[config.mk]
export PLATFORM = sky130hd
export DESIGN_NAME = ps2_host_tx
export DESIGN_NICKNAME = d
export VERILOG_FILES = /design/src/rtl/ps2_host_tx.sv
export SDC_FILE = /design/constraint.sdc
export NUM_CORES = 1
export LEC_CHECK = 0
export CAP_MARGIN = 30
export CORE_UTILIZATION = 42
export CTS_CLUSTER_DIAMETER = 80
export DETAILED_ROUTE_END_ITERATION = 8
export PLACE_DENSITY_LB_ADDON = 0.1
export SYNTH_ARGS = -nofsm -noshare
export SYNTH_HDL_FRONTEND = slang
export SYNTH_SLANG_ARGS = --single-unit
[constraint.sdc]
create_clock -name clk_i -period 4.4 [get_ports clk_i]
set_clock_uncertainty 0.05 [all_clocks]
set_input_delay 0.66 -clock clk_i [delete_from_list [all_inputs] [get_ports clk_i]]
set_output_delay 0.66 -clock clk_i [all_outputs]
set_load 0.005 [all_outputs]
[src/rtl/ps2_host_tx.sv]
// PS/2 host-to-device transmitter.
// Sends one command byte to the device using the open-drain host request
// protocol: inhibit the clock, assert the start bit, then shift the frame on
// device clock falls and check the ACK. The lines are driven through external
// open-drain buffers, so a 1 on either *_oe_o output pulls that line low.
// Optional build macro: PS2_TX_GLITCH_FILTER_EN adds a stability filter on the
// sensed clock line before fall detection.
module ps2_host_tx #(
    parameter int INHIBIT_CYCLES = 12000,
    parameter int TIMEOUT_CYCLES = 2000000,
    parameter int FILTER_LEN     = 8
) (
    input  logic       clk_i,
    input  logic       rst_n_i,
    input  logic [7:0] tx_data_i,
    input  logic       tx_valid_i,
    output logic       tx_ready_o,
    output logic       tx_done_o,
    output logic       tx_err_o,
    input  logic       ps2_clk_in_i,
    input  logic       ps2_data_in_i,
    output logic       ps2_clk_oe_o,
    output logic       ps2_data_oe_o
);

    // One counter serves both the inhibit interval and the fall timeout.
    localparam int CNT_MAX = (INHIBIT_CYCLES > TIMEOUT_CYCLES) ? INHIBIT_CYCLES : TIMEOUT_CYCLES;
    localparam int CW      = $clog2(CNT_MAX + 1);
    localparam logic [CW-1:0] INH_LAST = CW'(INHIBIT_CYCLES - 1);
    localparam logic [CW-1:0] TMO_LIM  = CW'(TIMEOUT_CYCLES);

    typedef enum logic [2:0] {
        ST_IDLE,
        ST_INHIBIT,
        ST_XFER,
        ST_WAIT_IDLE,
        ST_ERROR
    } state_t;

    state_t        state_q, state_d;
    logic [CW-1:0] cnt_q, cnt_d;
    logic [3:0]    bit_q, bit_d;      // number of device clock falls seen in the frame
    logic [8:0]    shreg_q, shreg_d;  // {parity, data}, shifted out LSB first
    logic          clk_oe_q, clk_oe_d;
    logic          data_oe_q, data_oe_d;
    logic          done_q, done_d;

    logic clk_s1_q, clk_s2_q, dat_s1_q, dat_s2_q;
    logic clk_prev_q;
    logic clk_flt;
    logic clk_fall;

    // Two-flop synchronizers for the asynchronous line senses; idle level is 1.
    always_ff @(posedge clk_i or negedge rst_n_i) begin
        if (!rst_n_i) begin
            clk_s1_q <= 1'b1;
            clk_s2_q <= 1'b1;
            dat_s1_q <= 1'b1;
            dat_s2_q <= 1'b1;
        end else begin
            clk_s1_q <= ps2_clk_in_i;
            clk_s2_q <= clk_s1_q;
            dat_s1_q <= ps2_data_in_i;
            dat_s2_q <= dat_s1_q;
        end
    end

`ifdef PS2_TX_GLITCH_FILTER_EN
    localparam int FW = $clog2(FILTER_LEN + 1);
    logic [FW-1:0] filt_cnt_q;
    logic          filt_clk_q;

    // Filtered clock follows the synced clock only after FILTER_LEN stable samples.
    always_ff @(posedge clk_i or negedge rst_n_i) begin
        if (!rst_n_i) begin
            filt_cnt_q <= '0;
            filt_clk_q <= 1'b1;
        end else if (clk_s2_q == filt_clk_q) begin
            filt_cnt_q <= '0;
        end else if (filt_cnt_q >= FW'(FILTER_LEN - 1)) begin
            filt_cnt_q <= '0;
            filt_clk_q <= clk_s2_q;
        end else begin
            filt_cnt_q <= filt_cnt_q + FW'(1);
        end
    end

    assign clk_flt = filt_clk_q;
`else
    assign clk_flt = clk_s2_q;
`endif

    // Previous clock sample for falling-edge detection.
    always_ff @(posedge clk_i or negedge rst_n_i) begin
        if (!rst_n_i) begin
            clk_prev_q <= 1'b1;
        end else begin
            clk_prev_q <= clk_flt;
        end
    end

    assign clk_fall = clk_prev_q & ~clk_flt;

    // State, counters and registered line enables.
    always_ff @(posedge clk_i or negedge rst_n_i) begin
        if (!rst_n_i) begin
            state_q   <= ST_IDLE;
            cnt_q     <= '0;
            bit_q     <= '0;
            shreg_q   <= '0;
            clk_oe_q  <= 1'b0;
            data_oe_q <= 1'b0;
            done_q    <= 1'b0;
        end else begin
            state_q   <= state_d;
            cnt_q     <= cnt_d;
            bit_q     <= bit_d;
            shreg_q   <= shreg_d;
            clk_oe_q  <= clk_oe_d;
            data_oe_q <= data_oe_d;
            done_q    <= done_d;
        end
    end

    // Next-state logic: line enables are computed one cycle ahead so the
    // open-drain controls come straight from flops.
    always_comb begin
        state_d   = state_q;
        cnt_d     = cnt_q;
        bit_d     = bit_q;
        shreg_d   = shreg_q;
        clk_oe_d  = clk_oe_q;
        data_oe_d = data_oe_q;
        done_d    = 1'b0;

        unique case (state_q)
            ST_IDLE: begin
                clk_oe_d  = 1'b0;
                data_oe_d = 1'b0;
                if (tx_valid_i) begin
                    shreg_d   = {~^tx_data_i, tx_data_i};
                    bit_d     = '0;
                    cnt_d     = '0;
                    clk_oe_d  = 1'b1;
                    data_oe_d = (INHIBIT_CYCLES <= 1);
                    state_d   = ST_INHIBIT;
                end
            end

            ST_INHIBIT: begin
                if (cnt_q >= INH_LAST) begin
                    // Release the clock, keep the start bit on the data line.
                    clk_oe_d  = 1'b0;
                    data_oe_d = 1'b1;
                    cnt_d     = '0;
                    state_d   = ST_XFER;
                end else begin
                    cnt_d     = cnt_q + CW'(1);
                    data_oe_d = (cnt_d == INH_LAST);
                end
            end

            ST_XFER: begin
                if (clk_fall) begin
                    cnt_d = '0;
                    if (bit_q != 4'd11) begin
                        bit_d = bit_q + 4'd1;
                    end
                    if (bit_q <= 4'd8) begin
                        // Falls 1..9: eight data bits then parity.
                        data_oe_d = ~shreg_q[0];
                        shreg_d   = {1'b0, shreg_q[8:1]};
                    end else if (bit_q == 4'd9) begin
                        // Fall 10: stop bit, line released.
                        data_oe_d = 1'b0;
                    end else begin
                        // Fall 11: device must hold data low as ACK.
                        data_oe_d = 1'b0;
                        clk_oe_d  = 1'b0;
                        state_d   = dat_s2_q ? ST_ERROR : ST_WAIT_IDLE;
                    end
                end else if (cnt_q >= TMO_LIM) begin
                    clk_oe_d  = 1'b0;
                    data_oe_d = 1'b0;
                    state_d   = ST_ERROR;
                end else begin
                    cnt_d = cnt_q + CW'(1);
                end
            end

            ST_WAIT_IDLE: begin
                if (clk_s2_q && dat_s2_q) begin
                    done_d  = 1'b1;
                    state_d = ST_IDLE;
                end else if (cnt_q >= TMO_LIM) begin
                    state_d = ST_ERROR;
                end else begin
                    cnt_d = cnt_q + CW'(1);
                end
            end

            ST_ERROR: begin
                clk_oe_d  = 1'b0;
                data_oe_d = 1'b0;
                state_d   = ST_IDLE;
            end

            default: begin
                clk_oe_d  = 1'b0;
                data_oe_d = 1'b0;
                state_d   = ST_IDLE;
            end
        endcase
    end

    assign tx_ready_o    = (state_q == ST_IDLE);
    assign tx_err_o      = (state_q == ST_ERROR);
    assign tx_done_o     = done_q;
    assign ps2_clk_oe_o  = clk_oe_q;
    assign ps2_data_oe_o = data_oe_q;

endmodule
==> flow_summary.toml, run 1 <==
[status]
status = "finished clean"

[placement]
hpwl_microns = 4370
dp.cells = 383
numPortBuffers = 17
place_congestion = 0.867

[floorplanning]
start_util_pct = 43.6
io_pins = 18
num_rows = 29
core_area_sq_um = 6350
die_w_microns = 83.2
die_area_sq_um = 6920
fp.dieH_microns = 83.2

[final_layout]
ff_latch_area_sq_um = 1130
multi_input_area_sq_um = 1510
n_antenna_cell = 0
final_core_util_pct = 48.3
area_growth_pct = 10.6
nNetsFinal = 332
nFillCells = 618
drive_gt1_share_pct = 8.60
layout.cells.non_filler = 391

[pwr]
clockPowerShare_pct = 18.9
p_leak_uw = 0.00130
p_comb_share_pct = 41.7
irDropWorstVdd_uv = 255
seqPwrFrac_pct = 39.4
power.density_nw_per_um2 = 460
p_sw_uw = 571
p_int_uw = 838
swShare_pct = 40.5

[global_route]
grt-ovfl-total = 0
grt_pass1_vias = 2095
grt_pass1_wl_microns = 10400
antenna_found_initial = 0
grt_max_degree = 27
track_usage_pct = 18.8

[worst_setup_path]
critical_path_class = "flip-flop to flip-flop"
arrival_ns = 3.04
critPathMaxFanout = 21
startpoint = "cnt_q[9]"
end_kind = "flip-flop"
r2r_setup_slack_ns = 1.52
reg2reg_depth = 6
crit_required_ns = 4.56
r2r-end = "cnt_q[9]"
cp-start-kind = "flip-flop"
timing.rr.start = "cnt_q[9]"
worstSetupEndpoint = "cnt_q[9]"

[route]
dr.first_iter.drc_count = 88
drtPass1Iterations = 4
via_count = 2197
wire_per_inst_microns = 15.3
drc = 0
routed_wl_microns = 5980
via_per_inst = 5.62
final_antenna_net_count = 0

[yosys]
synth_area_sq_um = 2770
ys.flop_type = "dfrtp_1"
seq_area_frac_synth_pct = 40.9
netlist.area_leader.share_pct = 36.1
syn-num-nets = 321
yosys_register_bits = 45
synth_edf_count = 0
ys_warn_count = 0
ys_top_cells_by_area = "dfrtp_1 (36%), nand2_1 (5.6%), dfstp_2 (4.7%), o21ai_0 (4.2%), mux2i_1 (4.0%)"
syn_avg_cell_area_sq_um = 9.17
synthCells = 302
async_reset_ff_share_pct = 100
synth_cell_types = 50
synthTopCellsByCount = "nand2_1 (41), dfrtp_1 (40), o21ai_0 (23)"
post-synth-top-count-cell = "nand2_1"
yosysTopAreaCell = "dfrtp_1"

[sta]
tightest_slew_ns = 0.964
finalSetupViolations = 0
max-slew-margin-rel_pct = 35.7
final_max_slew_viol_count = 0
fmax_mhz = 348
rsz0062_at_grt = "false"
final.setup.tns_ns = 0
period_minus_slack_ns = 2.88
hold_viol = 0
fin_crit_sh_pct = 65.4

[clocking]
cts_tree = "yes"
cts.sink_count = 45
post-cts-setup-buffers = 0
cts_resized = 0
htreeDepth = 2
cts_root_buffer = "clkbuf_8"
postCtsHoldBufs = 0
clock_path_buffers = 2
clkTransAtPathRegs_ns = 0.09
clk_latency_ns = 0.30
cts_buffers = 5

[job]
drv_cap = 0

[hold_path]
hp-class = "input port to async pin"
[stage by stage]
| stage | total power [uW] | hold slack (ns) | instance area, sq um | setup WS (ns) |
|---|---|---|---|---|
| finish | 1410 | 0.265 | 3060 | 1.52 |
| CTS | 1430 | 0.285 | 3060 | 1.52 |
| global route | 1520 | 0.312 | 3060 | 1.30 |
| floorplan | 1010 | 0.295 | 2770 | 2.23 |
| detailed placement | 1160 | 0.299 | 2970 | 1.36 |
| global placement | 1140 | 0.298 | 2950 | 1.40 |
[registers in the layout, indices dropped and copies added (netlist names)]
| signal | cells |
|---|---|
| clk_flt | 1 |
| bit_q | 4 |
| cnt_q | 21 |
| clk_s1_q | 1 |
| tx_done_o | 1 |
| dat_s2_q | 1 |
| dat_s1_q | 1 |
| ps2_data_oe_o | 1 |
| state_q | 3 |
| shreg_q | 9 |
| ps2_clk_oe_o | 1 |
| clk_prev_q | 1 |
[worst max-delay path, cell delays in order (launching register included)]
cell,delay (ns)
dfrtp_1,0.53
o31ai_1,0.36
a311oi_2,0.24
or3_4,0.45
a21oi_2,0.77
nand3_1,0.22
o311ai_2,0.14
[per-layer routing]
layer	vias to the layer above	share of wire [%]	track usage, %	routed length (microns)
li1	1117	-	-	-
met1	1037	48	25.1	2880
met2	36	47	30.6	2800
met3	7	3.7	3.88	221
met4	0	1.2	6.11	72
met5	-	0	0	0
[layout make-up]
class / instances / share of cell area, %
Timing Repair Buffer: 19 / 6.29
Inverter: 11 / 1.35
Multi-Input combinational cell: 231 / 49.3
Clock buffer: 5 / 2.25
Tap cell: 77 / 3.14
Sequential cell: 45 / 37.0
Clock inverter: 3 / 0.735
[layout by cell type, fill, tap and decap left out, types with 4 or more instances in the layout]
cell | synthesis | layout
a211oi_1 | 4 | 4
a21oi_1 | 13 | 13
and3_1 | 8 | 8
ha_1 | 6 | 6
nand2_1 | 41 | 41
a21o_1 | 10 | 10
nand3_1 | 15 | 15
nor3_1 | 11 | 11
clkbuf_8 | 0 | 5
o31ai_1 | 4 | 4
dfstp_2 | 5 | 5
nor3b_1 | 4 | 4
dfrtp_1 | 40 | 40
nand4_1 | 8 | 8
a22o_1 | 5 | 5
nor2_1 | 13 | 13
xor2_1 | 7 | 7
xnor2_1 | 8 | 8
o311ai_2 | 4 | 4
o21ai_0 | 23 | 23
mux2i_1 | 11 | 11
clkdlybuf4s50_1 | 0 | 16
inv_1 | 11 | 11
[worst min-delay path by stage]
stage,start,to,slack [ns],cells past startpoint
global route,rst_n_i,state_q[0],0.31,1
global placement,dat_s1_q,dat_s2_q,0.30,0
floorplan,clk_s1_q,clk_flt,0.30,0
CTS,rst_n_i,bit_q[1],0.28,1
detailed placement,clk_s1_q,clk_flt,0.30,0
finish,rst_n_i,bit_q[1],0.26,1
[power by group through the flow]
stage                     combinational, uW  clock, uW  sequential (uW)
after floorplan                         474          0              534
after global placement                  578          0              563
after detailed placement                594          0              564
after CTS                               596        279              556
after global routing                    665        291              568
final                                   587        266              556
[logic make-up after synthesis]
| group | count (synthesis) | synth area share, % |
|---|---|---|
| AO/OA/AOI/OAI | 79 | 20.6 |
| XOR/XNOR | 15 | 4.74 |
| adder cells (fa/ha/maj) | 6 | 2.71 |
| buffers and inverters | 26 | 4.61 |
| flip-flops | 45 | 40.9 |
| multiplexers | 11 | 3.97 |
| AND/OR/NAND/NOR | 120 | 22.4 |
Note: power is estimated with default switching activity, not from simulation.
==> run 2: changes to the inputs <==
clock period = 2.8 ns   (was 4.4 ns; I/O delays follow)
==> flow_summary.toml, run 2 (synthesis results as in run 1) <==
[final_layout]
area_growth_pct = 14.1
ff_latch_area_sq_um = 1130
top_register = "cnt_q"
multi_input_area_sq_um = 1510
biggestRegsByFlops = "cnt_q x21, shreg_q x9, bit_q x4"
final_common_cell = "nand2_1"
layout_common_cells = "nand2_1 (41), dfrtp_1 (40), o21ai_0 (23), clkdlybuf4s50_1 (16), nand3_1 (15)"
drive_gt1_share_pct = 12.0
nNetsFinal = 344
largest_reg_flops = 21
nFillCells = 608
n_antenna_cell = 0

[global_route]
grt_pass1_wl_microns = 10400
grt_pass1_vias = 2186
grt_max_degree = 24
grt-ovfl-total = 0
antenna_found_initial = 0
track_usage_pct = 18.7

[worst_setup_path]
crit_required_ns = 2.94
cp-start-kind = "flip-flop"
critPathMaxFanout = 9
arrival_ns = 2.62
timing.rr.start = "cnt_q[1]"
end_kind = "flip-flop"
critical_path_class = "flip-flop to flip-flop"
startpoint = "cnt_q[1]"

[clocking]
clock_path_buffers = 2
clk_latency_ns = 0.30
cts.sink_count = 45
cts_resized = 0
cts_root_buffer = "clkbuf_8"
clkTransAtPathRegs_ns = 0.09
postCtsHoldBufs = 0
cts_tree = "yes"
cts_buffers = 5
post-cts-setup-buffers = 0
htreeDepth = 2

[floorplanning]
fp.dieH_microns = 83.2
die_area_sq_um = 6920
core_area_sq_um = 6350
io_pins = 18
die_w_microns = 83.2
num_rows = 29
start_util_pct = 43.6

[job]
drv_cap = 0

[route]
final_antenna_net_count = 0
drtPass1Iterations = 4
via_count = 2273
via_per_inst = 5.64
routed_wl_microns = 6010
drc = 0
wire_per_inst_microns = 14.9
dr.first_iter.drc_count = 94

[sta]
max-slew-margin-rel_pct = 57.9
period_minus_slack_ns = 2.48
fin_crit_sh_pct = 88.6
final.setup.tns_ns = 0
fmax_mhz = 403
finalSetupViolations = 0
hold_viol = 0
tightest_slew_ns = 0.631
rsz0062_at_grt = "false"
final_max_slew_viol_count = 0

[pwr]
irDropWorstVdd_uv = 499
power.density_nw_per_um2 = 730
p_leak_uw = 0.00137
power_uw = 2310

[status]
status = "finished clean"

[hold_path]
hp-class = "input port to async pin"

[placement]
hpwl_microns = 4520
place_congestion = 0.861
numPortBuffers = 17
[run 2: cell count changes in the layout (fill, tap and decap cells not counted)]
cell    before  now
buf_12       1    0
buf_16       0    1
buf_4        1   13
[run 2: metal layers]
metal / GRT usage, % / wire length [microns] / up-vias / share of wire [%]
met3: 4.77 / 233 / 6 / 3.9
li1: - / - / 1145 / -
met2: 30.7 / 2780 / 45 / 46
met1: 24.7 / 2940 / 1077 / 49
met5: 0 / 0 / - / 0
met4: 4.55 / 61 / 0 / 1.0
[run 2: path summary, 6_finish.rpt]
kind                       cells past startpoint  slack (ns)        to
setup / recovery                               8        0.32  cnt_q[2]
hold reg to reg                                0        0.31  dat_s2_q
max in group asynchronous                      3        1.94   clk_flt
hold / removal                                 1        0.06  bit_q[1]
setup reg to reg                               8        0.32  cnt_q[2]
min in group clk_i                             0        0.31  dat_s2_q
[run 2: where the power goes]
group          total [uW]  internal, uW  switching, uW
logic                1020           451            568
clock network         415           177            238
registers             873           768            105
[run 2: layout make-up]
cell class	instances	area share (%)
clock buffers	5	2.18
clock inverters	3	0.712
inverters	11	1.31
multi-input cells	231	47.8
flip-flops and latches	45	35.8
well taps	77	3.05
repair buffers	31	9.18
[run 2: worst max-delay path: stages (launching register included)]
cell and delay [ns]:
dfrtp_1 0.46, ha_1 0.34, a21oi_1 0.13, o21a_1 0.24
o311ai_2 0.25, a21o_1 0.41, buf_4 0.24, o21bai_1 0.07
a22o_1 0.18
[run 2: per-stage QoR]
step	hold slack, ns	setup slack (ns)	util [%]	instances	cell area, sq um
3_3_place_gp	0.298	0.388	47.8	393	3040
6_report	0.0552	0.318	49.8	403	3160
3_5_place_dp	0.302	0.349	48.4	395	3070
2_1_floorplan	0.0744	0.630	-	302	2770
4_1_cts	0.0741	0.309	49.8	403	3160
5_1_grt	0.0795	0.110	49.8	403	3160
==> run 3: changes to the inputs <==
clock period = 2.49 ns   (was 2.8 ns; I/O delays follow)
==> flow_summary.toml, run 3 (synthesis results as in run 1) <==
[status]
status = "finished clean"

[final_layout]
nNetsFinal = 352
largest_reg_flops = 21
area_growth_pct = 15.9
nFillCells = 596
drive_gt1_share_pct = 14.4
top_register = "cnt_q"
layout.cells.non_filler = 411
layout_common_cells = "nand2_1 (41), dfrtp_1 (40), o21ai_0 (23), buf_4 (22), clkdlybuf4s50_1 (16)"
n_antenna_cell = 0
biggestRegsByFlops = "cnt_q x21, shreg_q x9, bit_q x4"
multi_input_area_sq_um = 1520
final_common_cell = "nand2_1"
ff_latch_area_sq_um = 1130

[worst_setup_path]
critPathMaxFanout = 8
r2r_setup_slack_ns = 0.23
critical_path_class = "flip-flop to flip-flop"
cp-start-kind = "flip-flop"
crit_required_ns = 2.68
end_kind = "flip-flop"
arrival_ns = 2.45

[route]
via_per_inst = 5.61
routed_wl_microns = 6170
dr.first_iter.drc_count = 105
via_count = 2305
wire_per_inst_microns = 15.0
drtPass1Iterations = 5
drc = 0
final_antenna_net_count = 0

[clocking]
htreeDepth = 2
cts_tree = "yes"
postCtsHoldBufs = 0
clock_path_buffers = 2
cts.sink_count = 45
cts_resized = 0
cts_root_buffer = "clkbuf_8"
post-cts-setup-buffers = 0
clkTransAtPathRegs_ns = 0.10
clk_latency_ns = 0.30
cts_buffers = 5

[hold_path]
hp-class = "input port to async pin"

[placement]
numPortBuffers = 17
place_congestion = 0.874
hpwl_microns = 4490
dp.cells = 402

[global_route]
grt_pass1_vias = 2323
antenna_found_initial = 0
track_usage_pct = 19.4
grt_pass1_wl_microns = 10900
grt-ovfl-total = 0
grt_max_degree = 46

[pwr]
power.density_nw_per_um2 = 836
p_leak_uw = 0.00140
irDropWorstVdd_uv = 509

[floorplanning]
die_w_microns = 83.2
io_pins = 18
core_area_sq_um = 6350
die_area_sq_um = 6920
start_util_pct = 43.6
fp.dieH_microns = 83.2
num_rows = 29

[sta]
finalSetupViolations = 0
final.setup.tns_ns = 0
rsz0062_at_grt = "false"
max-slew-margin-rel_pct = 61.3
hold_viol = 0
period_minus_slack_ns = 2.26
fin_crit_sh_pct = 90.8
tightest_slew_ns = 0.581
fmax_mhz = 442
final_max_slew_viol_count = 0

[job]
drv_cap = 0
==> run 3: changes by cell type in the layout (fill, tap and decap cells not counted), sizes merged <==
cell,before,now
clkinvlp,0,1
clkinv,3,0
inv,11,13
buf,15,23
==> run 3: worst max-delay path, stage by stage, from the launching register on <==
cell and delay, ns:
dfrtp_1 0.46, o31ai_1 0.33, a311oi_2 0.16, or3_4 0.42
a21o_1 0.18, buf_4 0.17, o41ai_2 0.31, a21o_1 0.11
==> run 3: cell type report <==
class / instances / area share [%]
clock buffer: 5 / 2.14
clock inverter: 3 / 0.780
inverter: 11 / 1.29
multi-input combinational: 231 / 47.2
sequential: 45 / 35.3
tap: 77 / 3.00
timing repair buffer: 39 / 10.3
==> run 3: worst paths after layout <==
path                              to  cells after the start      from
max                        cnt_q[18]                      7  cnt_q[7]
min                         bit_q[1]                      2   rst_n_i
max reg2reg                cnt_q[18]                      7  cnt_q[7]
min reg2reg                 dat_s2_q                      0  dat_s1_q
max in group asynchronous  cnt_q[14]                      2   rst_n_i
min in group clk_i          dat_s2_q                      0  dat_s1_q
==> run 3: per-stage QoR <==
stage / instance area (sq um) / power [uW] / hold WS (ns) / setup slack [ns] / util (%)
2_1_floorplan: 2770 / 1780 / 0.0279 / 0.320 / -
3_3_place_gp: 3100 / 2200 / 0.296 / 0.288 / 48.9
3_5_place_dp: 3100 / 2200 / 0.297 / 0.283 / 48.9
4_1_cts: 3200 / 2700 / 0.116 / 0.129 / 50.3
5_1_grt: 3210 / 2920 / 0.151 / 0.0612 / 50.5
6_report: 3210 / 2680 / 0.0876 / 0.229 / 50.5
==> run 3: where the power goes <==
group / switching (uW) / internal [uW]
registers: 121 / 864
logic: 661 / 555
clock network: 277 / 205
total: 1060 / 1620
==> run 3: routing by layer <==
| layer | vias up | share of wire, % | routed length, microns | global-route usage (%) |
|---|---|---|---|---|
| li1 | 1156 | - | - | - |
| met1 | 1092 | 48 | 2950 | 25.4 |
| met2 | 49 | 47 | 2930 | 32.6 |
| met3 | 8 | 3.3 | 206 | 3.58 |
| met4 | 0 | 1.3 | 82 | 5.96 |
| met5 | - | 0 | 0 | 0 |
